--- src/rtl/decoder_scan_ctrl_pkg.sv ---
// Shared definitions for the decoder scan controller: FSM state encoding
// and the number of decoder lines being scanned.
package decoder_pkg;

    localparam int NUM_LINES = 4;
    localparam int IDX_W     = 2;

    typedef enum logic [1:0] {
        IDLE   = 2'd0,
        ACTIVE = 2'd1,
        BLANK  = 2'd2
    } state_e;

endpackage

--- src/rtl/decoder_scan_ctrl_if.sv ---
// Control/status bundle between a scan requester (master) and the
// decoder scan controller (slave).
interface decoder_scan_ctrl_if #(
    parameter int DWELL_W = 8
);
    logic               start_in;
    logic               stop_in;
    logic [DWELL_W-1:0] dwell_in;
    logic [3:0]         mask_in;
    logic [1:0]         sel_out;
    logic               en_out;
    logic               frame_out;
    logic               busy_out;

    modport master (
        output start_in, stop_in, dwell_in, mask_in,
        input  sel_out, en_out, frame_out, busy_out
    );

    modport slave (
        input  start_in, stop_in, dwell_in, mask_in,
        output sel_out, en_out, frame_out, busy_out
    );
endinterface

--- src/rtl/decoder_scan_ctrl_scan_next_idx.sv ---
// Combinational search for the next unmasked line above cur, modulo the
// line count. nxt == cur when cur is the only unmasked line; wrap flags a
// non-increasing step; none flags that every line is masked.
module scan_next_idx
    import decoder_pkg::*;
(
    input  logic [IDX_W-1:0]     cur,
    input  logic [NUM_LINES-1:0] mask,
    output logic [IDX_W-1:0]     nxt,
    output logic                 wrap,
    output logic                 none
);
    logic             found;
    logic [IDX_W-1:0] idx;

    // Walk cur+1 .. cur+NUM_LINES and keep the first unmasked candidate.
    always_comb begin
        nxt   = cur;
        found = 1'b0;
        idx   = cur;
        for (int k = 1; k <= NUM_LINES; k++) begin
            idx = cur + IDX_W'(k);
            if (!found && !mask[idx]) begin
                nxt   = idx;
                found = 1'b1;
            end
        end
    end

    assign none = (mask == '1);
    assign wrap = (nxt <= cur);
endmodule

--- src/rtl/decoder_scan_ctrl.sv ---
// Scan controller driving a 2-to-4 line decoder: steps an enable through
// the unmasked lines, holding each for dwell+1 cycles.
// Optional build macro: DECODER_SCAN_BLANK_EN inserts BLANK_CYC enable-low
// cycles between lines; without it lines switch back-to-back.
module decoder_scan_ctrl
    import decoder_pkg::*;
#(
    parameter int DWELL_W   = 8,
    parameter int BLANK_CYC = 2
)(
    input  logic                clk_in,
    input  logic                rst_n_in,
    decoder_scan_ctrl_if.slave  bus
);
    state_e             state_q, state_d;
    logic [IDX_W-1:0]   sel_q, sel_d;
    logic               en_q, en_d;
    logic               frame_q, frame_d;
    logic               stop_q, stop_d;
    logic [DWELL_W-1:0] cnt_q, cnt_d;
    logic [3:0]         blank_q, blank_d;
    logic [DWELL_W-1:0] dwell_q, dwell_d;
    logic [IDX_W-1:0]   pend_q, pend_d;
    logic               pwrap_q, pwrap_d;

    logic [IDX_W-1:0]   srch_cur;
    logic [IDX_W-1:0]   nxt;
    logic               wrap;
    logic               none;

    // From IDLE, searching above the top line yields the lowest unmasked one.
    assign srch_cur = (state_q == IDLE) ? IDX_W'(NUM_LINES - 1) : sel_q;

    scan_next_idx u_next (
        .cur  (srch_cur),
        .mask (bus.mask_in),
        .nxt  (nxt),
        .wrap (wrap),
        .none (none)
    );

    // Next-state logic; a pending stop is only honoured at a line boundary.
    always_comb begin
        state_d = state_q;
        sel_d   = sel_q;
        en_d    = en_q;
        frame_d = 1'b0;
        stop_d  = stop_q;
        cnt_d   = cnt_q;
        blank_d = blank_q;
        dwell_d = dwell_q;
        pend_d  = pend_q;
        pwrap_d = pwrap_q;
        case (state_q)
            IDLE: begin
                en_d   = 1'b0;
                stop_d = 1'b0;
                if (bus.start_in && !bus.stop_in && !none) begin
                    state_d = ACTIVE;
                    sel_d   = nxt;
                    en_d    = 1'b1;
                    cnt_d   = '0;
                    dwell_d = bus.dwell_in;
                end
            end
            ACTIVE: begin
                stop_d = stop_q | bus.stop_in;
                if (cnt_q == dwell_q) begin
                    if (stop_q || bus.stop_in || none) begin
                        state_d = IDLE;
                        en_d    = 1'b0;
                    end else begin
`ifdef DECODER_SCAN_BLANK_EN
                        state_d = BLANK;
                        en_d    = 1'b0;
                        blank_d = '0;
                        pend_d  = nxt;
                        pwrap_d = wrap;
`else
                        sel_d   = nxt;
                        frame_d = wrap;
                        cnt_d   = '0;
`endif
                    end
                end else begin
                    cnt_d = cnt_q + 1'b1;
                end
            end
            BLANK: begin
                stop_d = stop_q | bus.stop_in;
                if (blank_q == 4'(BLANK_CYC - 1)) begin
                    state_d = ACTIVE;
                    sel_d   = pend_q;
                    frame_d = pwrap_q;
                    en_d    = 1'b1;
                    cnt_d   = '0;
                end else begin
                    blank_d = blank_q + 4'd1;
                end
            end
            default: begin
                state_d = IDLE;
                en_d    = 1'b0;
            end
        endcase
    end

    // Control registers with synchronous active-low reset.
    always_ff @(posedge clk_in) begin
        if (!rst_n_in) begin
            state_q <= IDLE;
            sel_q   <= '0;
            en_q    <= 1'b0;
            frame_q <= 1'b0;
            stop_q  <= 1'b0;
            cnt_q   <= '0;
            blank_q <= '0;
        end else begin
            state_q <= state_d;
            sel_q   <= sel_d;
            en_q    <= en_d;
            frame_q <= frame_d;
            stop_q  <= stop_d;
            cnt_q   <= cnt_d;
            blank_q <= blank_d;
        end
    end

    // Captured dwell and pending next line; always written before use.
    always_ff @(posedge clk_in) begin
        dwell_q <= dwell_d;
        pend_q  <= pend_d;
        pwrap_q <= pwrap_d;
    end

    assign bus.sel_out   = sel_q;
    assign bus.en_out    = en_q;
    assign bus.frame_out = frame_q;
    assign bus.busy_out  = (state_q != IDLE);
endmodule

--- src/flat_wrapper.sv ---
// flat-port wrapper written by rule: the top's interface ports become plain ports
module decoder_scan_ctrl_flat import decoder_pkg::*;
#(
    parameter int DWELL_W   = 8,
    parameter int BLANK_CYC = 2
)
  (clk_in, rst_n_in, bus_start_in, bus_stop_in, bus_dwell_in, bus_mask_in, bus_sel_out, bus_en_out, bus_frame_out, bus_busy_out);
  decoder_scan_ctrl_if #(.DWELL_W(DWELL_W)) bus_i ();
  input  logic clk_in;
  input  logic rst_n_in;
  input wire logic [$bits(bus_i.start_in)-1:0] bus_start_in;
  input wire logic [$bits(bus_i.stop_in)-1:0] bus_stop_in;
  input wire logic [$bits(bus_i.dwell_in)-1:0] bus_dwell_in;
  input wire logic [$bits(bus_i.mask_in)-1:0] bus_mask_in;
  output wire logic [$bits(bus_i.sel_out)-1:0] bus_sel_out;
  output wire logic [$bits(bus_i.en_out)-1:0] bus_en_out;
  output wire logic [$bits(bus_i.frame_out)-1:0] bus_frame_out;
  output wire logic [$bits(bus_i.busy_out)-1:0] bus_busy_out;
  assign bus_i.start_in = bus_start_in;
  assign bus_i.stop_in = bus_stop_in;
  assign bus_i.dwell_in = bus_dwell_in;
  assign bus_i.mask_in = bus_mask_in;
  assign bus_sel_out = bus_i.sel_out;
  assign bus_en_out = bus_i.en_out;
  assign bus_frame_out = bus_i.frame_out;
  assign bus_busy_out = bus_i.busy_out;
  decoder_scan_ctrl #(.DWELL_W(DWELL_W), .BLANK_CYC(BLANK_CYC)) u_core (.clk_in(clk_in), .rst_n_in(rst_n_in), .bus(bus_i));
endmodule
--- config.mk ---
export PLATFORM = sky130hd
export DESIGN_NAME = decoder_scan_ctrl_flat
export DESIGN_NICKNAME = d
export VERILOG_FILES = /design/src/rtl/decoder_scan_ctrl_pkg.sv /design/src/rtl/decoder_scan_ctrl_if.sv /design/src/rtl/decoder_scan_ctrl_scan_next_idx.sv /design/src/rtl/decoder_scan_ctrl.sv /design/src/flat_wrapper.sv
export SDC_FILE = /design/constraint.sdc
export NUM_CORES = 1
export LEC_CHECK = 0
export BUFFER_PORTS_ARGS = -buffer_cell sky130_fd_sc_hd__buf_2
export CORE_ASPECT_RATIO = 0.7
export CORE_MARGIN = 2
export CORE_UTILIZATION = 53
export DETAILED_ROUTE_END_ITERATION = 8
export PLACE_DENSITY = 0.85
export SETUP_SLACK_MARGIN = 0.1
export SYNTH_ARGS = -nofsm -noshare
export SYNTH_HDL_FRONTEND = slang
export SYNTH_HIERARCHICAL = 1
export SYNTH_SLANG_ARGS = --single-unit
export TNS_END_PERCENT = 1
--- constraint.sdc ---
create_clock -name clk_in -period 2.9 [get_ports clk_in]
set_input_delay 0.29 -clock clk_in [delete_from_list [all_inputs] [get_ports clk_in]]
set_output_delay 0.29 -clock clk_in [all_outputs]
set_load 0.01 [all_outputs]
# Yosys cells after proc, flatten, opt, wreduce, memory -nomap -nowiden
# Index checks and enable logic that the tools add are counted.
[totals]
regBits = 27
latch_bits = 0
ram_bits = 0
rom_bits = 0
out_inout_bits = 5
wordCells = 96
mem_count = 0
[op_classes]
n_addsub = 5
multipliers = 0
div = 0
order_cmp = 5
n_eq_ne = 11
shifts = 0
mux = 40
n_bitwise = 2
reduce_logical = 25
[op_table]
columns = ["cell", "count"]
rows = [
  ["8-bit two-way mux", 4],
  ["2-bit two-way mux", 12],
  ["8-bit case mux with 3 select lines", 1],
  ["1-bit two-way mux", 14],
  ["2-bit by 3-bit < comparator with 1-bit output, second input constant", 4],
  ["8-bit by 1-bit adder with 8-bit output, second input constant", 1],
  ["1-bit binary-select mux with 2-bit select", 4],
  ["8-bit == test", 1],
  ["4-bit AND reduction", 2],
  ["1-bit logical NOT", 7],
  ["2-bit by 1-bit != test with 1-bit output, second input constant", 3],
  ["2-bit case mux with 3 select lines", 1],
  ["1-bit logical AND", 5],
  ["5-bit AND reduction", 1],
  ["2-bit adder, second input constant", 2],
  ["4-bit by 1-bit adder with 4-bit output, second input constant", 1],
  ["4-bit by 1-bit == test with 1-bit output, second input constant", 1],
  ["4-bit == test, second input constant", 1],
  ["2-bit != test, second input constant", 2],
  ["1-bit case mux with 2 select lines", 2],
  ["2-bit case mux with 2 select lines", 1],
  ["2-bit AND reduction", 2],
  ["2-bit nonzero test", 2],
  ["3-bit != test, second input constant", 1],
  ["12 further kinds", 13],
]

# Logic depth before layout (Yosys ltp)
[logic_depth]
depth_word = 18
mapped_depth = 9
mapped_depth_nobuf = 9

# Modules after synthesis
# Netlist, hierarchy kept.
[by_module_without_submodules]
columns = ["module", "instances", "cells_each", "area_per_inst_um2"]
rows = [
  ["decoder_scan_ctrl", 1, 97, 1016.0],
  ["scan_next_idx", 1, 22, 132.6],
]

# Worst setup path after synthesis
# OpenSTA, ideal clock, no wires.
[synth_path]
path_kind = "register to register"
start = "register u_core.state_q[0]"
end = "register u_core.frame_q (netlist: u_core/bus.frame_out)"
setup_ns = 0.078
t_arrival_ns = 2.297
required_time_ns = 2.822
setup_slack_ns = 0.525
stages_incl_launch_ff = 9
n_path_buf = 0
period_less_slack_ns = 2.375
cell_sequence = "dfxtp_1 nand2b_1 or3_1 a31oi_1 ha_1 nor2b_1 o21ai_0 or4b_2 nor3_1"
[synth_between]
elab_chain_cells = 18
[synth_lines]
columns = ["item", "line_no", "rtl"]
rows = [
  ["from (decl)", "decoder_scan_ctrl.sv:15", "state_e state_q, state_d;"],
  ["from (signal assigned)", "decoder_scan_ctrl.sv:119", "state_q <= state_d;"],
  ["2-bit logical NOT (*)", "decoder_scan_ctrl.sv:32", "assign srch_cur = (state_q == IDLE) ? IDX_W'(NUM_LINES - 1) : sel_q;"],
  ["2-bit two-way mux (*)", "decoder_scan_ctrl.sv:32", ""],
  ["via u_core.srch_cur[0]", "decoder_scan_ctrl.sv:26", "logic [IDX_W-1:0] srch_cur;"],
  ["2-bit adder", "decoder_scan_ctrl_scan_next_idx.sv:22", "idx = cur + IDX_W'(k);"],
  ["1-bit binary-select mux with 2-bit select", "decoder_scan_ctrl_scan_next_idx.sv:23", "if (!found && !mask[idx]) begin"],
  ["1-bit two-way mux (implied by the code)", "decoder_scan_ctrl_scan_next_idx.sv:23", ""],
  ["1-bit logical NOT", "decoder_scan_ctrl_scan_next_idx.sv:23", ""],
  ["1-bit logical AND", "decoder_scan_ctrl_scan_next_idx.sv:23", ""],
  ["[5 not listed]", "n/a", ""],
  ["1-bit logical AND", "decoder_scan_ctrl_scan_next_idx.sv:23", ""],
  ["2-bit two-way mux (*)", "decoder_scan_ctrl_scan_next_idx.sv:23", ""],
  ["via u_core.nxt[1]", "decoder_scan_ctrl.sv:27", "logic [IDX_W-1:0] nxt;"],
  ["2-bit <= comparator (*)", "decoder_scan_ctrl_scan_next_idx.sv:31", "assign wrap = (nxt <= cur);"],
  ["via u_core.wrap", "decoder_scan_ctrl.sv:28", "logic wrap;"],
  ["1-bit two-way mux (*)", "decoder_scan_ctrl.sv:69", "if (stop_q || bus.stop_in || none) begin"],
  ["1-bit two-way mux (*)", "decoder_scan_ctrl.sv:68", "if (cnt_q == dwell_q) begin"],
  ["1-bit case mux with 2 select lines (*)", "decoder_scan_ctrl.sv:54", "case (state_q)"],
  ["to (signal assigned)", "decoder_scan_ctrl.sv:122", "frame_q <= frame_d;"],
  ["to (decl)", "decoder_scan_ctrl.sv:18", "logic frame_q, frame_d;"],
]
# The timed path passes the listed nets; every way through them passes the cells marked *. The select of a mux whose other input is x is not followed.
# A chain may end at the register's enable or synchronous reset.

# Final worst setup path
# Same ends and word-level chain as after synthesis.

==> out/qor.csv <==
stage,metric,value,unit
worst_setup_path,critPathMaxFanout,8,
sta,max_freq,0.3847,GHz
yosys,synthCells,119,
sta,worstMarginPinSlew,0.4249,ns
pwr,p_leak,0.0005602,uW
worst_setup_path,path_cells,"nand2b_1, or3_1, a31oi_1, ha_1, nor2b_1, o21ai_0, or4b_2, nor3_1",
clock_tree,clock_latency,0.30,ns
status,status,"complete, no violations",
sta,min_period,2.599,ns
worst_setup_path,cpMaxStageDelayCell,or4b_2,
clock_tree,ctsResizeCount,0,
yosys,async_reset_ff_frac,0,
worst_setup_path,worstSetupStartpoint,u_core/state_q[0]$_SDFFE_PN0P_,
grt,grt_pass1_wl,4.209,mm
grt,antenna_found_initial,0,
pwr,pwr_density_cell,514.2,mW/mm2
die,die-area,0.002562,mm2
cells_and_area,area_growth,15.25,%
cells_and_area,nNetsFinal,162,
cells_and_area,antennaDiodeCount,0,
routing,drt-initial-drc-count,34,
routing,drt_wl_total,2.587,mm
cells_and_area,final.fill_count,180,
cells_and_area,final_cell_mix,"20 x buf_2, 16 x nand2_1, 14 x dfxtp_1",
die,rows,14,
run,cap_viol_max_count,0,
worst_setup_path,worstSetupEndpointType,register,
die,core_area,0.002102,mm2
grt,grt_start_max_net_pins,14,
worst_hold_path,worstHoldPathType,input port to register,
sta,rsz0062_at_grt,false,
worst_setup_path,slowest_delay,0.59,ns
clock_tree,clockBufferDepth,2,
clock_tree,clockRootBuffer,clkbuf_4,
place,dpl.hpwl,1.866,mm
yosys,syn_nets,138,
worst_setup_path,crit_required,3.14,ns
grt,first_global_vias,934,
place,port_buffers,20,
worst_setup_path,crit_arrival,2.84,ns
cells_and_area,final_common_cell,buf_2,
yosys,synth.distinct_cells,37,
yosys,ys_seq_area_frac,0.4532,
yosys,yosysTopAreaCellShare,0.2440,
yosys,synth-edff-count,8,
routing,ant_nets,0,
routing,vias,972,
cells_and_area,drive_above_1_share,0.2324,
worst_setup_path,crit_family,simple AND/OR/NAND/NOR gates,
sta,fin_crit_sh,0.8963,
routing,vias_per_cell,5.855,
routing,post-route-drc-count,0,
clock_tree,hold_buffers,0,
worst_setup_path,r2r_slack,0.30,ns
yosys,syn_area,0.001149,mm2
yosys,post_synth.cell_area_avg,9.652,um2
sta,skew,0.001211,ns
cells_and_area,multi_input_area,586.8,um2
grt,grt_overflow,0,
clock_tree,cts_made_buffers,3,
worst_setup_path,timing.critical_path.from_type,register,
grt,grt_use_total,0.2248,
sta,hold_violations,0,
routing,wl_per_cell,15.58,um
clock_tree,cts_tree,done,
clock_tree,clkTransAtPathRegs,0.12,ns
clock_tree,cts_setup_buffers,0,
sta,setup_viol,0,
yosys,yosysTopAreaCell,dfxtp_1,
yosys,synth_ff_type,dfxtp_1,
die,die_w,59.64,um
worst_setup_path,reg2reg_depth,8,
place,place.gp.congestion,0.9152,
worst_setup_path,crit_end,u_core/bus.frame_out$_SDFF_PN0_,
worst_setup_path,worstSetupPathType,register to register,
die,start_util,0.5464,
worst_setup_path,worstReg2RegStart,u_core/state_q[0]$_SDFFE_PN0P_,
yosys,synth_area_leaders,"dfxtp_1 24%, edfxtp_1 21%, xor2_1 6.1%",
yosys,synth_seq_cells,22,
worst_setup_path,r2r-end,u_core/bus.frame_out$_SDFF_PN0_,
sta,finalSetupTns,0,ns
routing,firstDrtPassIters,4,
worst_setup_path,crit_buf_inv,0,
clock_tree,clock-sinks,22,
die,num_io_pins,21,
clock_tree,htreeDepth,1,
place,place_ws,0.3761,ns
cells_and_area,regArea,520.5,um2
sta,layout_setup_ws,0.3008,ns
sta,drv_slew,0,
pwr,ir_drop,350.5,uV
sta,relSlewSlack,0.7151,
die,die_h,42.95,um
cells_and_area,final_util,0.6298,
yosys,yosysWarnings,6,
worst_setup_path,worst-path-stages,8,
==> Yosys cell counts (all sizes together), types with 2 or more instances <==
master  instances
and3            2
o21a            3
or3             6
xor2            8
nor4            2
nand2b          7
a21oi           2
a21o            2
inv             7
ha              3
nor2            5
mux2i           3
o21ai           5
edfxtp          8
nor3            4
nand3           5
nand2          16
dfxtp          14
o221ai          3
==> report_power, final <==
part	internal, uW	switching, uW	total (uW)
Clock	140	89.7	229
Combinational	47.4	61.6	109
Sequential	333	9.62	342
==> worst reg2reg max path: cells and delay by family, from the launching register on <==
kind / cells / cell delay (ns)
AND/OR/NAND/NOR: 5 / 1.43
adder cells (fa/ha/maj): 1 / 0.30
AO/OA/AOI/OAI: 2 / 0.34
flip-flops: 1 / 0.46
==> state kept, by name, summed over array words and instances (netlist names) <==
name	cells
u_core/cnt_q	8
u_core/dwell_q	8
u_core/bus.sel_out	2
u_core/bus.en_out	1
u_core/bus.frame_out	1
u_core/state_q	1
u_core/stop_q	1
==> final cells by class <==
type | count | share of cell area
multi-input combinational | 88 | 0.4433
timing repair buffer | 21 | 0.08129
inverter | 7 | 0.01985
sequential | 22 | 0.3932
clock inverter | 1 | 0.02268
clock buffer | 3 | 0.01701
tap | 24 | 0.02268
==> cell families after synthesis <==
family | count (synthesis) | share of synthesized area
AND/OR/NAND/NOR | 52 | 0.2527
flip-flops | 22 | 0.4532
AO/OA/AOI/OAI | 21 | 0.1307
XOR/XNOR | 9 | 0.06863
buffers and inverters | 9 | 0.03594
multiplexers | 3 | 0.02614
adder cells (fa/ha/maj) | 3 | 0.03268
==> how the worst min path moves through the flow <==
stage,startpoint,end,slack [ns],cells past startpoint
2_1_floorplan,bus_dwell_in[0],u_core/dwell_q[0]$_DFFE_PP_,0.39,0
3_3_place_gp,u_core/bus.sel_out[1]$_SDFFE_PN0P_,u_core/bus.sel_out[1]$_SDFFE_PN0P_,0.46,2
3_5_place_dp,u_core/bus.sel_out[1]$_SDFFE_PN0P_,u_core/bus.sel_out[1]$_SDFFE_PN0P_,0.46,2
4_1_cts,bus_dwell_in[7],u_core/dwell_q[7]$_DFFE_PP_,0.14,1
5_1_grt,bus_dwell_in[1],u_core/dwell_q[1]$_DFFE_PP_,0.12,1
6_report,bus_dwell_in[7],u_core/dwell_q[7]$_DFFE_PP_,0.15,1
==> stage by stage <==
stage	hold slack, ns	cells	total power [uW]	instance area [um2]
floorplan	0.3889	119	417.6	1149
global placement	0.4551	162	443.5	1271
detailed placement	0.4636	162	452.9	1271
CTS	0.1375	166	682.6	1324
global route	0.1228	166	707.9	1324
finish	0.1501	166	680.7	1324
==> metal layers <==
metal | vias to the layer above | part of all wire | wire [um] | track usage
met3 | 6 | 0.078 | 202 | 0.07622
met5 | - | 0 | 0 | 0
met4 | 0 | 0.017 | 43 | 0.06667
li1 | 467 | - | - | -
met1 | 451 | 0.43 | 1119 | 0.2916
met2 | 48 | 0.47 | 1222 | 0.3543
Power figures use the tool's default switching activity.
